File: src/rtl/fp_pkg.sv
// Shared opcode constants and result-tag encoding for the FP op scheduler.
package fp_pkg;
    localparam logic [2:0] OP_ADD  = 3'b001;
    localparam logic [2:0] OP_MUL  = 3'b010;
    localparam logic [2:0] OP_SINE = 3'b100;

    localparam int TAG_W = 2;

    typedef enum logic [TAG_W-1:0] {
        TAG_ADD  = 2'd0,
        TAG_MUL  = 2'd1,
        TAG_SINE = 2'd2,
        TAG_ILL  = 2'd3
    } tag_e;

    // Sine decodes as illegal when the sine unit is not built in.
    function automatic logic [TAG_W-1:0] op_to_tag(input logic [2:0] op, input logic sine_en);
        logic [TAG_W-1:0] t;
        case (op)
            OP_ADD:  t = TAG_ADD;
            OP_MUL:  t = TAG_MUL;
            OP_SINE: t = sine_en ? TAG_SINE : TAG_ILL;
            default: t = TAG_ILL;
        endcase
        return t;
    endfunction
endpackage

File: src/rtl/fp_tag_fifo.sv
// In-order tag FIFO; records which unit owns each accepted op so results retire in issue order.
module fp_tag_fifo
    import fp_pkg::*;
#(
    parameter int DEPTH = 4
) (
    input  logic             clk,
    input  logic             rst,
    input  logic             push,
    input  logic [TAG_W-1:0] push_tag,
    input  logic             pop,
    output logic             full,
    output logic             empty,
    output logic [TAG_W-1:0] head
);
    localparam int PTR_W = $clog2(DEPTH);
    localparam logic [PTR_W:0] CNT_FULL = DEPTH[PTR_W:0];

    logic [TAG_W-1:0] r_mem [DEPTH];
    logic [PTR_W-1:0] r_wr;
    logic [PTR_W-1:0] r_rd;
    logic [PTR_W:0]   r_cnt;
    logic             w_push;
    logic             w_pop;

    assign full   = (r_cnt == CNT_FULL);
    assign empty  = (r_cnt == '0);
    assign head   = r_mem[r_rd];
    assign w_push = push && !full;
    assign w_pop  = pop && !empty;

    always_ff @(posedge clk) begin
        if (w_push) r_mem[r_wr] <= push_tag;
    end

    // Pointers wrap naturally because DEPTH is a power of two.
    always_ff @(posedge clk) begin
        if (rst) begin
            r_wr  <= '0;
            r_rd  <= '0;
            r_cnt <= '0;
        end else begin
            if (w_push) r_wr <= r_wr + 1'b1;
            if (w_pop)  r_rd <= r_rd + 1'b1;
            case ({w_push, w_pop})
                2'b10:   r_cnt <= r_cnt + 1'b1;
                2'b01:   r_cnt <= r_cnt - 1'b1;
                default: r_cnt <= r_cnt;
            endcase
        end
    end
endmodule

File: src/rtl/fp_op_sched.sv
// Issues add/mul/sine ops to their units and retires results in issue order.
// Sine support is built only when FP_OPSCHED_SINE_EN is defined; otherwise opcode 100 is illegal.
module fp_op_sched
    import fp_pkg::*;
#(
    parameter int FIFO_DEPTH = 4
) (
    input  logic        clk,
    input  logic        rst,
    input  logic        req_valid,
    output logic        req_ready,
    input  logic [2:0]  req_op,
    input  logic [31:0] req_a,
    input  logic [31:0] req_b,
    output logic        add_start,
    output logic        mul_start,
    output logic        sine_start,
    output logic [31:0] op_a,
    output logic [31:0] op_b,
    input  logic        add_done,
    input  logic        mul_done,
    input  logic        sine_done,
    input  logic [31:0] add_result,
    input  logic [31:0] mul_result,
    input  logic [31:0] sine_result,
    input  logic        add_overflow,
    input  logic        mul_overflow,
    output logic        out_valid,
    input  logic        out_ready,
    output logic [31:0] result,
    output logic        overflow,
    output logic        illegal,
    output logic        busy
);
    logic [2:0]       r_busy;
    logic [2:0]       r_hold_vld;
    logic [2:0]       r_hold_ovf;
    logic [31:0]      r_hold_res [3];
    logic [2:0]       r_start;
    logic [31:0]      r_op_a;
    logic [31:0]      r_op_b;

    logic [TAG_W-1:0] w_req_tag;
    logic [TAG_W-1:0] w_head;
    logic             w_full;
    logic             w_empty;
    logic             w_tgt_busy;
    logic             w_accept;
    logic             w_pop;
    logic             w_head_vld;
    logic             w_head_ill;
    logic             w_head_ovf;
    logic [31:0]      w_head_res;
    logic [2:0]       w_done;
    logic [2:0]       w_ovf_in;
    logic [31:0]      w_res_in [3];
    logic             w_sine_done;
    logic [31:0]      w_sine_res;

`ifdef FP_OPSCHED_SINE_EN
    localparam logic SINE_EN = 1'b1;
    assign w_sine_done = sine_done;
    assign w_sine_res  = sine_result;
    assign sine_start  = r_start[2];
`else
    localparam logic SINE_EN = 1'b0;
    logic w_unused_sine;
    assign w_sine_done   = 1'b0;
    assign w_sine_res    = 32'h0;
    assign sine_start    = 1'b0;
    assign w_unused_sine = ^{sine_done, sine_result, r_start[2]};
`endif

    assign w_done      = {w_sine_done, mul_done, add_done};
    assign w_ovf_in    = {1'b0, mul_overflow, add_overflow};
    assign w_res_in[0] = add_result;
    assign w_res_in[1] = mul_result;
    assign w_res_in[2] = w_sine_res;

    assign w_req_tag = op_to_tag(req_op, SINE_EN);

    always_comb begin
        w_tgt_busy = 1'b0;
        case (w_req_tag)
            TAG_ADD:  w_tgt_busy = r_busy[0];
            TAG_MUL:  w_tgt_busy = r_busy[1];
            TAG_SINE: w_tgt_busy = r_busy[2];
            default:  w_tgt_busy = 1'b0;
        endcase
    end

    assign req_ready = !rst && !w_full && !w_tgt_busy;
    assign w_accept  = req_valid && req_ready;

    fp_tag_fifo #(.DEPTH(FIFO_DEPTH)) u_fifo (
        .clk      (clk),
        .rst      (rst),
        .push     (w_accept),
        .push_tag (w_req_tag),
        .pop      (w_pop),
        .full     (w_full),
        .empty    (w_empty),
        .head     (w_head)
    );

    always_comb begin
        w_head_vld = 1'b1;
        w_head_res = 32'h0;
        w_head_ovf = 1'b0;
        w_head_ill = 1'b0;
        case (w_head)
            TAG_ADD:  begin w_head_vld = r_hold_vld[0]; w_head_res = r_hold_res[0]; w_head_ovf = r_hold_ovf[0]; end
            TAG_MUL:  begin w_head_vld = r_hold_vld[1]; w_head_res = r_hold_res[1]; w_head_ovf = r_hold_ovf[1]; end
            TAG_SINE: begin w_head_vld = r_hold_vld[2]; w_head_res = r_hold_res[2]; w_head_ovf = 1'b0; end
            default:  w_head_ill = 1'b1;
        endcase
    end

    // Outputs are gated by rst so they read zero during the reset cycle itself.
    assign out_valid = !rst && !w_empty && w_head_vld;
    assign w_pop     = out_valid && out_ready;
    assign result    = out_valid ? w_head_res : 32'h0;
    assign overflow  = out_valid && w_head_ovf;
    assign illegal   = out_valid && w_head_ill;
    assign busy      = !rst && !w_empty;

    assign add_start = r_start[0];
    assign mul_start = r_start[1];
    assign op_a      = r_op_a;
    assign op_b      = r_op_b;

    always_ff @(posedge clk) begin
        if (rst) begin
            r_op_a  <= 32'h0;
            r_op_b  <= 32'h0;
            r_start <= 3'b0;
        end else begin
            for (int i = 0; i < 3; i++)
                r_start[i] <= w_accept && (w_req_tag == 2'(i));
            if (w_accept) begin
                r_op_a <= req_a;
                r_op_b <= req_b;
            end
        end
    end

    // A unit's hold only captures while it owns an op and the hold is empty; late or stray dones drop.
    always_ff @(posedge clk) begin
        if (rst) begin
            r_busy     <= 3'b0;
            r_hold_vld <= 3'b0;
            r_hold_ovf <= 3'b0;
            for (int i = 0; i < 3; i++) r_hold_res[i] <= 32'h0;
        end else begin
            for (int i = 0; i < 3; i++) begin
                if (w_accept && (w_req_tag == 2'(i)))
                    r_busy[i] <= 1'b1;
                else if (w_pop && (w_head == 2'(i)))
                    r_busy[i] <= 1'b0;

                if (w_done[i] && r_busy[i] && !r_hold_vld[i]) begin
                    r_hold_vld[i] <= 1'b1;
                    r_hold_res[i] <= w_res_in[i];
                    r_hold_ovf[i] <= w_ovf_in[i];
                end else if (w_pop && (w_head == 2'(i))) begin
                    r_hold_vld[i] <= 1'b0;
                end
            end
        end
    end
endmodule

File: config.mk
export PLATFORM = sky130hd
export DESIGN_NAME = fp_op_sched
export DESIGN_NICKNAME = d
export VERILOG_FILES = /design/src/rtl/fp_pkg.sv /design/src/rtl/fp_tag_fifo.sv /design/src/rtl/fp_op_sched.sv
export SDC_FILE = /design/constraint.sdc
export NUM_CORES = 1
export LEC_CHECK = 0
export ABC_AREA = 1
export BUFFER_PORTS_ARGS = -buffer_cell sky130_fd_sc_hd__buf_2
export CAP_MARGIN = 15
export CORE_MARGIN = 2
export CORE_UTILIZATION = 40
export CTS_BUF_LIST = sky130_fd_sc_hd__clkbuf_8
export CTS_CLUSTER_SIZE = 40
export DETAILED_ROUTE_END_ITERATION = 10
export PLACE_DENSITY = 0.74
export SYNTH_ARGS = -nofsm -noshare
export SYNTH_HDL_FRONTEND = slang
export SYNTH_SLANG_ARGS = --single-unit
export TNS_END_PERCENT = 20
File: constraint.sdc
create_clock -name clk -period 3.2 [get_ports clk]
set_input_delay 0.8 -clock clk [delete_from_list [all_inputs] [get_ports clk]]
set_output_delay 0.8 -clock clk [all_outputs]
set_load 0.05 [all_outputs]
==> out/metrics.yaml <==
clock_tree:
  cts_max_level: 4
  clock-sinks: 153
  post_cts_buffers: 0
  cts_tree: "yes"
  ctsResizeCount: 1
  clk_latency_ps: 450
  clkTransAtPathRegs_ps: 80
  hold_buffers: 0
  clock_path_buffers: 2
  cts_buffers: 17
  cts-root-buf: "clkbuf_8"
die:
  core-area_sq_mm: 0.0159
  initial_core_util_pct: 40.9
  ios: 276
  die_h_microns: 131
  die_w_microns: 131
  die-area_sq_mm: 0.0173
  rows: 46
detailed_routing:
  drt_iter0_drc: 262
  drtPass1Iterations: 4
  wl_microns: 15700
  ant_nets: 0
  post_drt_wl_per_cell_microns: 13.2
  viasPerCell: 4.52
  route.detailed.drc: 0
  dr_total_vias: 5396
critical_path:
  worst-path-buf-inv: 2
  timing.reg2reg.setup_slack_ps: 820
  end_kind: "output pin"
  arrival_ps: 2230
  crit_path_start_kind: "register"
  critPathMaxFanout: 35
  cp_top_family: "simple AND/OR/NAND/NOR gates"
  crit_type: "register to output pin"
  crit_required_ps: 2400
  reg2reg_to: "u_fifo.r_cnt[2]$_SDFFE_PP0P_"
  cp_cell_sequence: "inv_2 -> nand2_1 -> nand3_2 -> nand2_2 -> nand3_4 -> nand2_4 -> nand2_8 -> a21oi_1 -> buf_2"
  slowest_stage: "dfxtp_1"
  reg2reg_depth: 15
  slowest_delay_ps: 410
grt:
  antenna_found_initial: 2
  use_met2_pct: 32.1
  grt_usage_pct: 18.6
  use_met3_pct: 6.67
  grt_max_degree: 79
  grt_pass1_vias: 5371
  use_met1_pct: 21.4
  grt_overflow: 0
  busiest_layer: "met2"
  grt_pass1_wl_microns: 25600
sta:
  tightestPinTransition_ps: 720
  rsz0062_at_grt: "yes"
  period_share_pct: 94.6
  hold_viol: 0
  slew_violations: 0
  finClkSkew_ps: 16.7
  fmax_mhz: 330
  setup_violations: 0
  post-route-min-period_ps: 3030
  setup_slack_ps: 173
  relSlewSlack_pct: 52.0
synthesis:
  ys_top_cells_by_area: "edfxtp_1, dfxtp_1, nor2_1"
  ys_ff_latch: 153
  seq_area_frac_synth_pct: 58.3
  syn_area_sq_mm: 0.00649
  yosysTopAreaCellShare_pct: 33.3
  yosys_warnings: 0
  synth_top_area_cell: "edfxtp_1"
  avgSynthCellArea_sq_um: 8.87
  synth_fp_nets: 910
  synth_cells: 732
  yosysUniqueCellTypes: 29
hold_path:
  min_path_type: "register to register"
  hold_end: "r_hold_ovf[0]$_SDFFE_PP0P_"
  hold_start: "r_hold_ovf[0]$_SDFFE_PP0P_"
  hold_depth: 2
job:
  max_cap_violations: 0
pwr:
  ir_drop_v: 0.000301
  power_leakage_nw: 3.95
  p_per_area_mw_per_mm2: 539
  power_w: 0.00449
layout:
  nets: 1143
  multi_input_area_sq_mm: 0.00212
  nFillCells: 1545
  drive_gt1_share_pct: 33.6
  seq_area_sq_mm: 0.00378
  stdcell_count: 1194
  design_area_sq_mm: 0.00833
  antenna_cells: 0
  area_growth_syn_to_layout_pct: 28.3
place:
  port_buffers: 241
  dpl_cell_area_sq_mm: 0.00785
  dp_hpwl_microns: 11000
  pre_cts_ws_ps: 169
  place_congestion: 0.789
  dp.cells: 1162
outcome:
  run_status: "finished, final reports clean"
## how the worst max path moves through the flow
stage	start	endpoint	slack [ps]	cells past startpoint
after floorplan	rst	overflow	40	4
after global placement	rst	result[1]	180	5
after detailed placement	rst	result[1]	170	5
after CTS	register	result[1]	20	10
after global routing	register	result[31]	-6	9
final	register	result[0]	170	9
## layer usage
metal	share of wire [%]	wire length (microns)
met1	42	6520
met2	48	7620
met3	8.0	1260
met4	1.8	286
met5	0.18	28
## registers in the layout (all words and copies together), names as in the netlist, named ones only
name / flops
r_hold_vld: 2
u_fifo.r_mem: 8
u_fifo.r_wr: 2
u_fifo.r_cnt: 3
op_a: 32
op_b: 32
u_fifo.r_rd: 2
r_busy: 2
r_start: 2
r_hold_res: 64
r_hold_ovf: 2
## cells in the mapped netlist
cell type	instances
nor2_1	202
nand2_1	95
inv_1	89
dfxtp_1	81
edfxtp_1	72
o21ai_1	43
a21oi_2	30
o21ai_0	28
clkbuf_1	16
a21oi_1	12
buf_4	12
nand3_1	9
buf_2	7
ha_1	5
inv_2	5
nand4_1	5
nand3_2	4
buf_8	3
nand2_4	3
nor3_1	2
a21oi_4	1
a31oi_4	1
buf_6	1
clkinv_2	1
conb_1	1
fa_1	1
nand2_2	1
nand3_4	1
xor2_1	1
## metrics by stage
step                      util [%]  TNS [ps]  hold WS, ps
final                         52.5         0          462
after global routing          52.5     -7.11          483
after CTS                     52.2         0          465
after detailed placement      49.4         0          453
after global placement        49.4         0          454
after floorplan                  -         0          437
## area by class of cell
type,count,area share [%]
flip-flops and latches,153,45.4
well taps,216,3.24
clock buffers,17,2.81
repair buffers,253,16.2
multi-input cells,445,25.5
inverters,95,4.35
clock inverters,15,2.51
## power by group
part           switching, W  internal [W]
Sequential        0.0000420       0.00215
Clock              0.000711      0.000920
Combinational      0.000481      0.000190
Total               0.00123       0.00326
## placed cells by master (no fill, tap or decap), types with 9 or more instances in the layout
cell      instances
buf_2           231
inv_1            93
o21ai_0          28
o21ai_1          43
nand2_1          95
clkbuf_4          9
clkbuf_8         17
buf_4            10
dfxtp_1          81
nor2_1          202
nand3_1           9
a21oi_1          12
a21oi_2          30
edfxtp_1         72
## tightest hold or removal path: cells and delay by family, from the launching register on
| kind | cells | cell delay, ps |
|---|---|---|
| AOI/OAI and AO/OA | 1 | 50 |
| DFF | 1 | 310 |
| and+or+nand+nor | 1 | 60 |
## cells by family (layout without fill, tap and decap cells)
| family | Yosys count | in the layout | synth area share, % |
|---|---|---|---|
| adder cells (fa/ha/maj) | 6 | 6 | 1.27 |
| flip-flops | 153 | 153 | 58.3 |
| buffers and inverters | 134 | 380 | 9.23 |
| XOR/XNOR | 1 | 1 | 0.135 |
| other | 1 | 1 | 0.0578 |
| AND/OR/NAND/NOR | 322 | 322 | 20.0 |
| AO/OA/AOI/OAI | 115 | 115 | 11.0 |
Note: power is estimated with default switching activity, not from simulation.
